[config.mk]
export PLATFORM = sky130hd
export DESIGN_NAME = bram_xfer_sequencer
export DESIGN_NICKNAME = d
export VERILOG_FILES = /design/src/rtl/bram_xfer_sequencer.sv
export SDC_FILE = /design/constraint.sdc
export NUM_CORES = 1
export LEC_CHECK = 0
export ABC_AREA = 1
export BUFFER_PORTS_ARGS = -buffer_cell sky130_fd_sc_hd__buf_2
export CORE_MARGIN = 3
export CORE_UTILIZATION = 50
export DETAILED_ROUTE_END_ITERATION = 12
export PLACE_DENSITY = 0.69
export REMOVE_ABC_BUFFERS = 1
export SYNTH_ARGS = -nofsm -noshare
export SYNTH_HDL_FRONTEND = slang
export SYNTH_SLANG_ARGS = --single-unit
[constraint.sdc]
create_clock -name s00_axis_aclk -period 4.09 [get_ports s00_axis_aclk]
set_input_delay 0.818 -clock s00_axis_aclk [delete_from_list [all_inputs] [get_ports s00_axis_aclk]]
set_output_delay 0.818 -clock s00_axis_aclk [all_outputs]
set_load 0.02 [all_outputs]
[src/rtl/bram_xfer_sequencer.sv]
`timescale 1ns/1ps
`default_nettype none
// ============================================================================
// Module      : bram_xfer_sequencer
// Description : Queues BRAM transfer commands and sequences an address adapter
//               through setup, reload, beat counting and completion reporting.
// Revision    : 1.0 - initial release
// ============================================================================
module bram_xfer_sequencer #(
    parameter int ADDR_WIDTH = 12,
    parameter int CNT_WIDTH  = 16,
    parameter int QDEPTH     = 4
) (
    input  logic                  s00_axis_aclk,
    input  logic                  s00_axis_aresetn,
    input  logic                  cmd_valid,
    output logic                  cmd_ready,
    input  logic                  cmd_rw,
    input  logic [ADDR_WIDTH-1:0] cmd_start,
    input  logic [ADDR_WIDTH-1:0] cmd_bound,
    input  logic                  abort,
    input  logic                  s_tvalid,
    input  logic                  s_tready,
    input  logic                  s_tlast,
    input  logic                  m_tvalid,
    input  logic                  m_tready,
    input  logic                  m_tlast,
    output logic                  rw,
    output logic                  addr_reload,
    output logic [ADDR_WIDTH-1:0] bram_start_addr,
    output logic [ADDR_WIDTH-1:0] bram_bound_addr,
    output logic                  busy,
    output logic                  done,
    output logic [CNT_WIDTH-1:0]  done_beats,
    output logic                  done_aborted,
    output logic                  err
);

    localparam int                  c_PTR_W   = (QDEPTH > 1) ? $clog2(QDEPTH) : 1;
    localparam int                  c_ENTRY_W = 1 + 2 * ADDR_WIDTH;
    localparam logic [c_PTR_W:0]    c_FULL    = (c_PTR_W + 1)'(QDEPTH);
    localparam logic [CNT_WIDTH-1:0] c_CNT_MAX = '1;

    localparam logic [2:0] c_IDLE  = 3'd0;
    localparam logic [2:0] c_SETUP = 3'd1;
    localparam logic [2:0] c_LOAD  = 3'd2;
    localparam logic [2:0] c_RUN   = 3'd3;
    localparam logic [2:0] c_DONE  = 3'd4;

    logic [2:0]            r_state;
    logic [2:0]            w_state_nxt;

    logic [c_ENTRY_W-1:0]  r_mem [QDEPTH];
    logic [c_PTR_W-1:0]    r_wr_ptr;
    logic [c_PTR_W-1:0]    r_rd_ptr;
    logic [c_PTR_W:0]      r_count;
    logic                  r_ready_en;

    logic                  r_pop_rw;
    logic [ADDR_WIDTH-1:0] r_pop_start;
    logic [ADDR_WIDTH-1:0] r_pop_bound;

    logic                  r_rw;
    logic [ADDR_WIDTH-1:0] r_start;
    logic [ADDR_WIDTH-1:0] r_bound;
    logic [CNT_WIDTH-1:0]  r_beats;
    logic [CNT_WIDTH-1:0]  r_done_beats;
    logic                  r_done_aborted;

    logic                  w_push;
    logic                  w_pop;
    logic                  w_bad;
    logic                  w_beat;
    logic                  w_last;
    logic                  w_run_exit;
    logic [CNT_WIDTH-1:0]  w_beats_inc;

    // cmd_ready stays low until the first clock after reset release
    assign cmd_ready   = r_ready_en && (r_count != c_FULL);
    assign w_push      = cmd_valid && cmd_ready;
    // Registered occupancy keeps a fresh push invisible until the next cycle
    assign w_pop       = (r_state == c_IDLE) && (r_count != '0);
    assign w_bad       = r_pop_start > r_pop_bound;

    assign w_beat      = r_rw ? (s_tvalid && s_tready) : (m_tvalid && m_tready);
    assign w_last      = w_beat && (r_rw ? s_tlast : m_tlast);
    assign w_run_exit  = (r_state == c_RUN) && (w_last || abort);
    assign w_beats_inc = (w_beat && (r_beats != c_CNT_MAX)) ? r_beats + 1'b1 : r_beats;

    assign rw              = r_rw;
    assign bram_start_addr = r_start;
    assign bram_bound_addr = r_bound;
    assign done_beats      = r_done_beats;
    assign done_aborted    = r_done_aborted;

    always_ff @(posedge s00_axis_aclk) begin
        if (w_push) begin
            r_mem[r_wr_ptr] <= {cmd_rw, cmd_start, cmd_bound};
        end
    end

    always_ff @(posedge s00_axis_aclk or negedge s00_axis_aresetn) begin
        if (!s00_axis_aresetn) begin
            r_state        <= c_IDLE;
            r_wr_ptr       <= '0;
            r_rd_ptr       <= '0;
            r_count        <= '0;
            r_ready_en     <= 1'b0;
            r_pop_rw       <= 1'b1;
            r_pop_start    <= '0;
            r_pop_bound    <= '0;
            r_rw           <= 1'b1;
            r_start        <= '0;
            r_bound        <= '0;
            r_beats        <= '0;
            r_done_beats   <= '0;
            r_done_aborted <= 1'b0;
        end else begin
            r_state    <= w_state_nxt;
            r_ready_en <= 1'b1;

            if (w_push) begin
                r_wr_ptr <= r_wr_ptr + 1'b1;
            end
            if (w_pop) begin
                r_rd_ptr <= r_rd_ptr + 1'b1;
                {r_pop_rw, r_pop_start, r_pop_bound} <= r_mem[r_rd_ptr];
            end
            case ({w_push, w_pop})
                2'b10:   r_count <= r_count + 1'b1;
                2'b01:   r_count <= r_count - 1'b1;
                default: r_count <= r_count;
            endcase

            if ((r_state == c_SETUP) && !w_bad) begin
                r_rw    <= r_pop_rw;
                r_start <= r_pop_start;
                r_bound <= r_pop_bound;
            end

            if (r_state == c_LOAD) begin
                r_beats <= '0;
            end else if (r_state == c_RUN) begin
                r_beats <= w_beats_inc;
            end

            // Capture on RUN exit so the results are valid during the DONE cycle
            if (w_run_exit) begin
                r_done_beats   <= w_beats_inc;
                r_done_aborted <= abort && !w_last;
            end
        end
    end

    always_comb begin
        w_state_nxt = r_state;
        addr_reload = 1'b0;
        busy        = 1'b1;
        done        = 1'b0;
        err         = 1'b0;
        case (r_state)
            c_IDLE: begin
                busy = 1'b0;
                if (w_pop) begin
                    w_state_nxt = c_SETUP;
                end
            end
            c_SETUP: begin
                if (w_bad) begin
                    err         = 1'b1;
                    w_state_nxt = c_IDLE;
                end else begin
                    w_state_nxt = c_LOAD;
                end
            end
            c_LOAD: begin
                addr_reload = 1'b1;
                w_state_nxt = c_RUN;
            end
            c_RUN: begin
                if (w_last || abort) begin
                    w_state_nxt = c_DONE;
                end
            end
            c_DONE: begin
                done        = 1'b1;
                w_state_nxt = c_IDLE;
            end
            default: begin
                busy        = 1'b0;
                w_state_nxt = c_IDLE;
            end
        endcase
    end

endmodule
`default_nettype wire

* Word-level counts from Yosys, hierarchy flattened *
Memories as Yosys holds them, arrays and structs flattened. A register that Yosys moved wholly into a read port is not among the register bits.
Cells that the tools add are included.

storage, ports and cells
  logic and storage cells = 65
  output and inout port bits = 47
  register bits after elaboration = 69
  memory bits (writable) = 100
  input port bits = 35
  memories kept = 1

memories
  name   words  bits a word  read ports  clocked after Yosys merged registers in  write ports  line  source
  r_mem  4      25           1           1                                        1            53    logic [c_ENTRY_W-1:0] r_mem [QDEPTH];

cells by class
  $add $sub $neg = 5
  $lt $le $gt $ge = 1
  mux-type cells = 17
  eq/ne operators = 10
  reduce and logical (&&, ||, !) cells = 20

operators with widths
  operator                                                               count
  16-bit 2-to-1 mux                                                      3
  16-bit by 1-bit adder with 16-bit output, second input constant        1
  16-bit inequality test, second input constant                          1
  12-bit greater-than comparator                                         1
  3-bit one-hot mux with 4 select lines                                  1
  1-bit logical AND                                                      10
  1-bit 2-to-1 mux                                                       9
  3-bit by 2-bit equality test with 1-bit output, second input constant  2
  3-bit 2-to-1 mux                                                       2
  3-bit one-hot mux with 2 select lines                                  1
  2-bit by 1-bit adder with 2-bit output, second input constant          2
  2-bit nonzero test                                                     2
  4-bit OR reduction                                                     1
  3-bit by 1-bit adder with 3-bit output, second input constant          1
  3-bit by 1-bit equality test with 1-bit output, second input constant  1
  3-bit equality test, second input constant                             1
  1-bit zero test                                                        3
  3-bit zero test                                                        1
  3-bit inequality test, second input constant                           1
  3-bit nonzero test                                                     1
  3-bit by 1-bit subtractor with 3-bit output, second input constant     1
  2-bit by 1-bit equality test with 1-bit output, second input constant  1
  2-bit equality test, second input constant                             1
  2-bit 2-to-1 mux                                                       1
  other kinds (4)                                                        4

* Longest topological paths before layout *
  depth in word-level cells = 6
  mapped depth = 14
  mapped depth without buffers = 13

* Worst setup path after synthesis *
OpenSTA, ideal clock, no wires.

  path kind = reg2reg
  start = register r_count[0]
  end = memory r_mem[0][0] (netlist name), enable pin
  setup slack = 1.363 ns
  library setup time = 0.407 ns
  path buffers = 0
  data arrival time = 2.320 ns
  cell stages (with the launch flop) = 5
  path through = dfrtp_1 > inv_1 > a31oi_1 > nand2_1 > nor2_1

between the ends
  cells in the longest elaborated chain, start to end = 5

RTL lines
  item                                    line  source
  from (decl)                             56    logic [c_PTR_W:0] r_count;
  from (signal assigned)                  130   2'b10: r_count <= r_count + 1'b1;
  from (signal assigned)                  131   2'b01: r_count <= r_count - 1'b1;
  from (signal assigned)                  132   default: r_count <= r_count;
  3-bit inequality test                   79    assign cmd_ready = r_ready_en && (r_count != c_FULL);
  1-bit logical AND                       79
  via cmd_ready                           17    output logic cmd_ready,
  1-bit logical AND                       80    assign w_push = cmd_valid && cmd_ready;
  1-bit 2-to-1 mux                        97    if (w_push) begin
  1-bit 2-to-1 mux (not written as such)  98    r_mem[r_wr_ptr] <= {cmd_rw, cmd_start, cmd_bound};
  to (decl)                               53

The timed path passes the listed nets, and every way through them passes these cells.

* Final worst setup path *
  start = register r_pop_start[11] (read register of r_mem)
  end = output err

between the ends
  cells in the longest elaborated chain, start to end = 3

RTL lines
  item                            line  source
  from (decl)                     60    logic [ADDR_WIDTH-1:0] r_pop_start;
  12-bit greater-than comparator  83    assign w_bad = r_pop_start > r_pop_bound;
  1-bit 2-to-1 mux                169   if (w_bad) begin
  1-bit 2-to-1 mux                161   case (r_state)
  to (decl)                       36    output logic err

Every way passes these cells.

==> results.yml <==
cts:
  clk_pin_slew_ns: 0.07
  htree_levels: 4
  clock-root-buffer: "clkbuf_16"
  holdBufCountCts: 0
  clock-sinks: 194
  cts_tree: "yes"
  worstSkewPairLatency_ns: 0.43
  cts_resized: 0
  clk_path_buf_depth: 2
  postCtsSetupBuffers: 0
  cts_made_buffers: 17
synth:
  yosysTopAreaCell: "edfxtp_1"
  yosysWarnings: 0
  ys_seq_elements: 194
  synth_commonest_cells: "nand2_1 (174), nor2_1 (116), edfxtp_1 (100)"
  synth_edf_count: 100
  synth.most_common_cell: "nand2_1"
  synth_flop_cell: "edfxtp_1"
  yosysTopAreaCellShare: 0.3562
  syn_inst: 827
  synth_area_leaders: "edfxtp_1 (36%), dfrtp_1 (27%), nand2_1 (7.7%)"
  synthArstFlopShare: 0.4845
  syn_area_sq_um: 8431
  ys_types: 39
  ys_seq_area_frac: 0.6355
  syn_area_per_cell_sq_um: 10.19
status:
  status: "finished clean"
setup_path:
  critPathKind: "reg2out"
  arrival_ns: 2.07
  cp_cell_sequence: "ha_1 > nand2_1 > inv_1 > nand2_1 > nor2_1 > nand2_1 > nand3_1 > nand2_2 > nor3_1 > buf_2"
  required_ns: 3.27
  cp-start-kind: "flip-flop"
  crit_top_cell: "nand2_1"
  reg2regPathDepth: 6
  endpoint_kind: "output port"
  critical_path_peak_fanout: 3
  r2r_slack_ns: 1.72
  slowest_delay_ns: 0.40
  critical_path.slowest_cell: "dfrtp_1"
grt:
  grt_pass1_wl_um: 27320
  grt_overflow: 0
  track_usage: 0.1901
  antenna_found_initial: 0
  grt_max_degree: 52
  grt_pass1_vias: 5384
timing:
  hold_ws_ns: 0.2832
  slew_viol_final: 0
  min_period_ns: 2.886
  setup_tns_ns: 0
  finalClockSkew_ns: 0.009375
  setup_viol: 0
  finalWorstSetupSlack_ns: 1.204
  finalCritPeriodShare: 0.7055
  timing.final.hold_violations: 0
  grt_setup_unrepaired: "false"
  worstMarginPinSlew_ns: 1.088
  fmax_ghz: 0.3466
  slew_headroom: 0.2736
route:
  vias: 5758
  vias_per_cell: 5.082
  drtIter0Drc: 264
  routed_wl_um: 16810
  firstDrtPassIters: 5
  drc: 0
  ant_nets: 0
  wl_per_cell_um: 14.84
cells_and_area:
  final_util: 0.5973
  area_growth_pct: 14.59
  nNetsFinal: 958
  drive_above_1_share: 0.1767
  antenna_cells: 0
floorplanning:
  io_pins: 82
  rows: 46
  dieArea_sq_um: 18460
  die_x_um: 135.9
  core_area_sq_um: 16170
  start_util: 0.5213
  die_h_um: 135.9
place:
  preCtsSetupSlack_ns: 1.619
  portBuffers: 81
  dpl.hpwl_um: 10950
  place_congestion: 0.8478
run:
  maxCapViolations: 0
power_and_ir_drop:
  p_per_area_nw_per_um2: 780.3
  leakage_nw: 4.224
  ir_drop_uv: 349.2
min_path:
  hold_path_class: "in2async"
## cells in the final DEF (no fill, tap or decap), drive strengths merged, types with 2 or more instances in the layout
cell and n:
a21oi 6, a31oi 14, buf 91, bufinv 2
clkbuf 17, clkinv 3, clkinvlp 2, dfrtp 92
dfstp 2, edfxtp 100, ha 18, inv 71
nand2 193, nand3 65, nand4 4, nor2 122
nor3 3, o21ai 80, o22ai 12, xnor2 3
xor2 10
## where the power goes
group | switching [mW] | internal (mW) | leakage [nW]
sequential | 0.329 | 2.60 | 2.08
combinational | 1.94 | 0.915 | 1.84
clock | 0.806 | 0.948 | 0.306
## final cells by class
| type | count | area, sq um |
|---|---|---|
| Clock buffer | 17 | 425.4 |
| Clock inverter | 15 | 211.5 |
| Fill cell | 1375 | 6513 |
| Inverter | 63 | 239.0 |
| Multi-Input combinational cell | 537 | 2674 |
| Sequential cell | 194 | 5358 |
| Tap cell | 216 | 270.3 |
| Timing Repair Buffer | 91 | 483.0 |
## flip-flops by register name, indices dropped and copies added (netlist names), 12 cells and up
register,cells
bram_bound_addr,12
done_beats,16
r_mem,100
bram_start_addr,12
r_beats,16
r_pop_start,12
r_pop_bound,12
## worst paths after layout
check / start / end
min reg2reg: bram_bound_addr[2] / bram_bound_addr[2]
max in group asynchronous: s00_axis_aresetn / bram_bound_addr[1]
min in group s00_axis_aclk: bram_bound_addr[2] / bram_bound_addr[2]
max reg2reg: r_state[2] / bram_bound_addr[3]
min: s00_axis_aresetn / done_beats[0]
max: r_pop_start[11] / err
## through the flow
step / cell area (sq um) / total power [mW] / std cells
after global placement: 9024 / 5.782 / 1101
after global routing: 9661 / 8.111 / 1133
after detailed placement: 9024 / 5.838 / 1101
after CTS: 9661 / 7.603 / 1133
final: 9661 / 7.538 / 1133
after floorplan: 8255 / 4.874 / 794
## metal layers
metal / part of all wire / vias up / GRT usage / wire [um]
li1: - / 2911 / - / -
met1: 0.46 / 2717 / 0.2590 / 7718
met2: 0.48 / 109 / 0.3136 / 8144
met3: 0.040 / 21 / 0.03442 / 677
met4: 0.016 / 0 / 0.05991 / 273
met5: 0 / - / 0 / 0
## kinds of logic (layout without fill, tap and decap cells)
kind of cell,after synthesis,after routing,share of synthesized area
AO/OA/AOI/OAI,116,116,0.07703
XOR/XNOR,13,13,0.01351
adder cells (fa/ha/maj),19,19,0.02909
buffers and inverters,96,186,0.04912
flip-flops,194,194,0.6355
other,1,1,0.0004448
AND/OR/NAND/NOR,388,388,0.1953
## worst max-delay path: cells and delay by family, from the launching register on
family,cells,cell delay (ns)
flops,1,0.40
simple gates,7,0.66
buf+inv,2,0.26
fa+ha+maj,1,0.31
(Power assumes the default switching activity.)
